--- src/rtl/paddle_motion_ctrl.sv ---
// Keyboard-driven paddle position controller with per-axis clamping to the player's field.
// Optional acceleration ramp is enabled by defining PADDLE_ACCEL_EN.
module paddle_motion_ctrl #(
  parameter int         X_W      = 10,
  parameter int         Y_W      = 9,
  parameter logic [7:0] KEY_UP   = 8'h1D,
  parameter logic [7:0] KEY_DN   = 8'h1B,
  parameter logic [7:0] KEY_LT   = 8'h1C,
  parameter logic [7:0] KEY_RT   = 8'h23,
  parameter int         SPD_SLOW = 1,
  parameter int         SPD_FAST = 5,
  parameter int         ACC_MAX  = 7
) (
  input  logic           clk,
  input  logic           rst_n,
  input  logic [7:0]     kb_code,
  input  logic           kb_valid,
  input  logic           move_tick,
  input  logic           play_en,
  input  logic           fast_mode,
  input  logic [X_W-1:0] x_min,
  input  logic [X_W-1:0] x_max,
  input  logic [Y_W-1:0] y_min,
  input  logic [Y_W-1:0] y_max,
  input  logic [X_W-1:0] home_x,
  input  logic [Y_W-1:0] home_y,
  input  logic [5:0]     paddle_half,
  output logic [X_W-1:0] x_pos,
  output logic [Y_W-1:0] y_pos,
  output logic [3:0]     keys,
  output logic           moving
);

  // One extra bit over the wider axis so sums and differences never wrap.
  localparam int AW    = ((X_W > Y_W) ? X_W : Y_W) + 1;
  localparam int ACC_W = $clog2(ACC_MAX + 2);

  typedef enum logic {HOME, PLAY} state_t;

  state_t           state_q, state_d;
  logic [X_W-1:0]   x_q, x_d;
  logic [Y_W-1:0]   y_q, y_d;
  logic [3:0]       keys_q, keys_d;
  logic             brk_q, brk_d;
  logic             moving_q, moving_d;
  logic [ACC_W-1:0] acc_q, acc_d;
  logic [AW-1:0]    step;

  // Next coordinate on one axis; an empty window (lo > hi) pins the axis to lo.
  function automatic logic [AW-1:0] axis_next(
    input logic [AW-1:0] pos, mn, mx, half, stp,
    input logic          inc, dec
  );
    logic [AW-1:0] lo, hi, cand;
    lo   = mn + half;
    hi   = mx - half;
    cand = pos;
    if (mx < half || lo > hi) begin
      cand = lo;
    end else if (inc != dec) begin
      if (inc) cand = pos + stp;
      else     cand = (pos < stp) ? '0 : pos - stp;
      if (cand < lo)      cand = lo;
      else if (cand > hi) cand = hi;
    end
    return cand;
  endfunction

  always_comb begin
    state_d  = play_en ? PLAY : HOME;
    x_d      = x_q;
    y_d      = y_q;
    keys_d   = keys_q;
    brk_d    = brk_q;
    moving_d = 1'b0;
    acc_d    = acc_q;
    step     = (fast_mode ? AW'(SPD_FAST) : AW'(SPD_SLOW)) + AW'(acc_q);

    if (state_q == HOME || !play_en) begin
      x_d    = home_x;
      y_d    = home_y;
      keys_d = 4'b0000;
      brk_d  = 1'b0;
      acc_d  = '0;
    end else begin
      if (kb_valid) begin
        if (kb_code == 8'hF0) begin
          brk_d = 1'b1;
        end else if (kb_code != 8'hE0) begin
          brk_d = 1'b0;
          if (kb_code == KEY_UP) keys_d[3] = ~brk_q;
          if (kb_code == KEY_DN) keys_d[2] = ~brk_q;
          if (kb_code == KEY_LT) keys_d[1] = ~brk_q;
          if (kb_code == KEY_RT) keys_d[0] = ~brk_q;
        end
      end

      // Motion reads keys_q so a key arriving on the tick edge applies next frame.
      if (move_tick) begin
        x_d = X_W'(axis_next(AW'(x_q), AW'(x_min), AW'(x_max), AW'(paddle_half),
                             step, keys_q[0], keys_q[1]));
        y_d = Y_W'(axis_next(AW'(y_q), AW'(y_min), AW'(y_max), AW'(paddle_half),
                             step, keys_q[2], keys_q[3]));
        moving_d = (x_d != x_q) || (y_d != y_q);
`ifdef PADDLE_ACCEL_EN
        if (moving_d && (|keys_q))
          acc_d = (acc_q >= ACC_W'(ACC_MAX)) ? ACC_W'(ACC_MAX) : acc_q + ACC_W'(1);
        else
          acc_d = '0;
`else
        acc_d = '0;
`endif
      end
    end
  end

  always_ff @(posedge clk) begin
    if (!rst_n) begin
      state_q  <= HOME;
      x_q      <= home_x;
      y_q      <= home_y;
      keys_q   <= 4'b0000;
      brk_q    <= 1'b0;
      moving_q <= 1'b0;
      acc_q    <= '0;
    end else begin
      state_q  <= state_d;
      x_q      <= x_d;
      y_q      <= y_d;
      keys_q   <= keys_d;
      brk_q    <= brk_d;
      moving_q <= moving_d;
      acc_q    <= acc_d;
    end
  end

  assign x_pos  = x_q;
  assign y_pos  = y_q;
  assign keys   = keys_q;
  assign moving = moving_q;

endmodule

--- config.mk ---
export PLATFORM = sky130hd
export DESIGN_NAME = paddle_motion_ctrl
export DESIGN_NICKNAME = d
export VERILOG_FILES = /design/src/rtl/paddle_motion_ctrl.sv
export SDC_FILE = /design/constraint.sdc
export NUM_CORES = 1
export LEC_CHECK = 0
export ABC_AREA = 0
export CELL_PAD_IN_SITES_DETAIL_PLACEMENT = 0
export CELL_PAD_IN_SITES_GLOBAL_PLACEMENT = 1
export CORE_ASPECT_RATIO = 1.75
export CORE_UTILIZATION = 41
export CTS_BUF_LIST = sky130_fd_sc_hd__clkbuf_2 sky130_fd_sc_hd__clkbuf_4 sky130_fd_sc_hd__clkbuf_8
export DETAILED_ROUTE_END_ITERATION = 16
export PLACE_DENSITY_LB_ADDON = 0.1
export SETUP_SLACK_MARGIN = 0.2
export SLEW_MARGIN = 15
export SYNTH_ARGS = -nofsm -noshare
export SYNTH_HDL_FRONTEND = slang
export SYNTH_SLANG_ARGS = --single-unit
--- constraint.sdc ---
create_clock -name clk -period 7 [get_ports clk]
set_clock_uncertainty 0.15 [all_clocks]
set_input_delay 1.4 -clock clk [delete_from_list [all_inputs] [get_ports clk]]
set_output_delay 1.4 -clock clk [all_outputs]
set_load 0.005 [all_outputs]
* Word level (Yosys, flattened, before mapping)
Cells that the tools add are included.
Cells by class: $add $sub $neg 8, reduce and logical (&&, ||, !) cells 13, bitwise gates (word level) 5, multiplexer cells 34, equality and inequality tests 11, order comparisons 10
Operators with widths (count):
- $mux W11 | 12
- $mux W10 | 9
- $mux W9 | 9
- $gt A11 B11 Y1 | 3
- $eq A8 B5 Y1 const B | 3
- $reduce_and A4 Y1 | 4
- $add A10 B3 Y11 | 1
- $add A10 B6 Y11 | 1
- $gt A10 B11 Y1 | 1
- $lt A11 B10 Y1 | 1
- $lt A11 B11 Y1 | 1
- $sub A10 B3 Y11 | 1
- $sub A10 B6 Y11 | 1
- $add A9 B3 Y10 | 1
- $add A9 B6 Y10 | 1
- $lt A10 B3 Y1 | 1
- $lt A10 B6 Y1 | 1
- $ne A10 B10 Y1 | 1
- $sub A9 B3 Y10 | 1
- $sub A9 B6 Y10 | 1
- $lt A9 B3 Y1 | 1
- $lt A9 B6 Y1 | 1
- $ne A9 B9 Y1 | 1
- $eq A8 B6 Y1 const B | 1
- other kinds (13) | 23
Storage, ports and cells: bits in registers 26

* Depth between registers and ports, before layout
word-level depth 18, depth in mapped cells 21

* Worst setup path after synthesis
Ideal clock, no wire load.
path type input-to-reg, start in y_max[0], end reg moving_q (netlist: moving), required time 6728 ps, stages on the path 18, data arrival time 5357 ps, setup slack 1371 ps, path through inv_1 -> ha_1 -> inv_1 -> fa_1 -> a211oi_1 -> o21bai_1 -> a2111oi_1 -> xnor2_1 -> ha_1 -> and4_1 -> nand4_1 -> a2bb2oi_1 -> clkbuf_1 -> mux2i_1 -> xnor2_1 -> a41oi_1 -> a2bb2oi_1 -> o311a_1
Between the ends: word-level cells in the longest chain between the ends 10, elaborated cells on any way between the ends 13
Ends and longest elaborated chain:
- start, declared | RTL line 24 | input logic [Y_W-1:0] y_max,
- $sub A9 B6 Y10 | RTL line 56 | hi = mx - half;
- $gt A11 B11 Y1 | RTL line 64 | else if (cand > hi) cand = hi;
- $mux W9 | RTL line 64
- $mux W9 | RTL line 63 | if (cand < lo) cand = lo;
- $mux W9 | RTL line 60 | end else if (inc != dec) begin
- $mux W9 * | RTL line 58 | if (mx < half || lo > hi) begin
- $mux W9 * | RTL line 99 | if (move_tick) begin
- $mux W9 * | RTL line 79 | if (state_q == HOME || !play_en) begin
- $ne A9 B9 Y1 * | RTL line 104 | moving_d = (x_d != x_q) || (y_d != y_q);
- $logic_or A1 B1 Y1 * | RTL line 104
- end signal, assigned | RTL line 132 | moving_q <= moving_d;
- end, declared | RTL line 45 | logic moving_q, moving_d;
Mark *: on every way between the ends. The rest lies on a longest branch, timed or not. The select of a mux whose other input is x is not followed. A chain may end at the register's enable or synchronous reset.

* Worst setup path after layout
start in paddle_half[0], end reg moving_q (netlist: moving)
Between the ends: word-level cells in the longest chain between the ends 10, elaborated cells on any way between the ends 29
Ends and longest elaborated chain:
- start, declared | RTL line 27 | input logic [5:0] paddle_half,
- $sub A10 B6 Y11 / $sub A9 B6 Y10 (equally long branches) | RTL line 56
- $gt A11 B11 Y1 | RTL line 64
- $mux W10 / $mux W9 (equally long branches) | RTL line 64
- $mux W10 / $mux W9 (equally long branches) | RTL line 63
- $mux W10 / $mux W9 (equally long branches) | RTL line 60
- $mux W10 / $mux W9 (equally long branches) | RTL line 58
- $mux W10 / $mux W9 (equally long branches) | RTL line 99
- $mux W10 / $mux W9 (equally long branches) | RTL line 79
- $ne A10 B10 Y1 / $ne A9 B9 Y1 (equally long branches) | RTL line 104
- $logic_or A1 B1 Y1 * | RTL line 104
Marked as above.

==> flow_summary.ini <==
[outcome]
status = complete, no violations

[detailed_routing]
via_per_inst = 6.20
first_pass_iters = 5
routedWlPerCell_um = 21.4
wl_um = 22500
drc_errors = 0
drtAntennaViolNets = 0
vias = 6515
drt_iter0_markers = 276

[synth]
synth_top_area_frac = 0.196
synth.distinct_cells = 84
synthXorXnorAreaFrac = 0.0994
yosysTopAreaCell = ha_1
synthArstFlopShare = 0
seq_area_frac_synth = 0.117
ys_ff_latch = 26
syn-num-nets = 966
netlist_area_um2 = 6080
synth_warnings = 0
avgSynthCellArea_um2 = 7.69
synth_fa_ha_area_frac = 0.209
ys_top_cells_by_area = ha_1, edfxtp_1, xnor2_1
synth-compound-area-share = 0.274
synth-main-ff-cell = edfxtp_1
muxShareOfSynthArea = 0.0371
synth_top_family_by_area = compound AO/OA/AOI/OAI gates
yosys.area_share.simple = 0.204
netlist_instances = 790
synth_enable_flop_cells = 19

[clock_network]
clock_path_buffers = 2
cts_tree = yes
clk_pin_slew_ps = 100
ctsHoldBuffers = 0
cts.sinks = 26
cts-root-buf = clkbuf_8
h-tree-depth = 1
clk_latency_ps = 280
cts_made_buffers = 3
postCtsSetupBuffers = 0

[finish]
stdcell_count = 1051
seqCellArea_um2 = 711
final_common_cell = clkdlybuf4s50_1
drive_gt1_frac = 0.0448
fin_area_um2 = 7310
area_delta_synth_final_pct = 20.2
diodes = 0
nets = 1048
final_cell_mix = clkdlybuf4s50_1, ha_1, nand2_1
multi_input_area_um2 = 5020
filler_cell_count = 1480
utilization = 0.506

[worst_setup_path]
endpoint_kind = flop
cp-start-kind = input port
path_class = in2reg
cp.required_ps = 7020
path_max_fanout = 9
cp.arrival_ps = 6420

[floorplan]
coreArea_um2 = 14400
die_area_um2 = 15300
rows = 58
die_h_um = 163
io_pins = 101
die_width_um = 94.0
start_util = 0.421

[power]
ir_drop_v = 0.000106
switching_share = 0.482
intPower_mw = 0.598
power_mw = 1.15
p_seq_frac = 0.186
power.switching_mw = 0.556
clkPwrFrac = 0.110
combinationalPowerShare = 0.704
power_density_nw_per_um2 = 158
p_leak_nw = 3.12

[global_route]
use_met3 = 0.0130
antenna_found_initial = 0
grt_pass1_wl_um = 34800
gr-max-usage-layer = met2
grt_overflow = 0
met1_usage = 0.298
grt_usage = 0.296
grt_max_degree = 29
grtUsageMet2 = 0.582
grt_pass1_vias = 6713

[timing]
fin_crit_sh = 0.913
rsz0062_at_grt = no
slew_viol_final = 0
setup_slack_ps = 607
worstMarginPinSlew_ps = 948
fin_tns_setup_ps = 0
max_clock_freq_mhz = 156
final-hold-violation-count = 0
setup_violations = 0
maxSlewHeadroom = 0.364
whs_ps = 396
period_needed_ps = 6390

[place]
port_buffers = 100
pre_cts_ws_ps = 301
routabilityCongestion = 1.05
dpl.cell_count = 1047
hpwl_um = 18900
place_area_um2 = 7220

[job]
drv_cap = 0

[worst_hold_path]
hold_path.class = reg2reg
[final cells by class]
cell class / count / share of cell area
flip-flops and latches: 26 / 0.0973
multi-input cells: 672 / 0.687
clock buffers: 3 / 0.00565
clock inverters: 1 / 0.00411
well taps: 180 / 0.0308
inverters: 64 / 0.0329
repair buffers: 105 / 0.142
[critical path, stage by stage]
cell             delay (ps)
clkdlybuf4s50_1         570
ha_1                    200
inv_1                    50
fa_1                    420
a211oi_1                250
o21bai_1                160
a2111oi_0               510
xnor2_1                 240
ha_1                    350
nand4_1                 140
nor4_1                  330
a31oi_1                 160
nor2_1                  520
nand2_2                 200
o22ai_1                 340
o311a_1                 190
nand4_1                  70
o311a_1                 290
[final timing paths]
path                        from  endpoint  slack, ps  cells past startpoint
hold reg to reg            brk_q     brk_q        400                      2
setup reg to reg        x_pos[2]    moving       1850                     17
setup / recovery  paddle_half[0]    moving        610                     18
hold / removal             brk_q     brk_q        400                      2
[sequential cells by signal, indices dropped and copies added (netlist names)]
| register | count |
|---|---|
| x_pos | 10 |
| y_pos | 9 |
| keys | 4 |
| brk_q | 1 |
| moving | 1 |
| state_q | 1 |
[timing repair]
action                     4_1_cts  5_1_grt
setup endpoints to repair        0        1
hold endpoints to repair         0        0
gates resized for setup          0        4
[kinds of logic (layout without fill, tap and decap cells)]
group	Yosys count	in the layout
muxes	22	22
and+or+nand+nor	236	236
AOI/OAI and AO/OA	246	246
xor gates and xnor gates	69	69
DFF	26	26
adders and majority gates	99	99
buffers and inverters	92	173
[power by group through the flow]
stage | Sequential, mW | Combinational [mW] | Clock (mW)
6_report | 0.214 | 0.812 | 0.127
5_1_grt | 0.216 | 0.887 | 0.136
4_1_cts | 0.213 | 0.797 | 0.129
3_5_place_dp | 0.217 | 0.793 | 0
3_3_place_gp | 0.217 | 0.768 | 0
2_1_floorplan | 0.190 | 0.554 | 0
[cell usage after synthesis, drive strengths merged (14+ instances only)]
| cell type | count |
|---|---|
| o21ai | 61 |
| nand2 | 72 |
| clkbuf | 18 |
| xor2 | 25 |
| a21o | 18 |
| edfxtp | 19 |
| inv | 64 |
| nor3 | 19 |
| a21oi | 51 |
| mux2i | 18 |
| nor2 | 54 |
| nand4 | 14 |
| xnor2 | 44 |
| ha | 95 |
| a211oi | 14 |
[per-layer routing]
metal	wire [um]	share of wire
met1	7810	0.35
met2	12400	0.55
met3	846	0.038
met4	1480	0.066
met5	0	0
No activity file was read; power rests on OpenSTA's default activity.
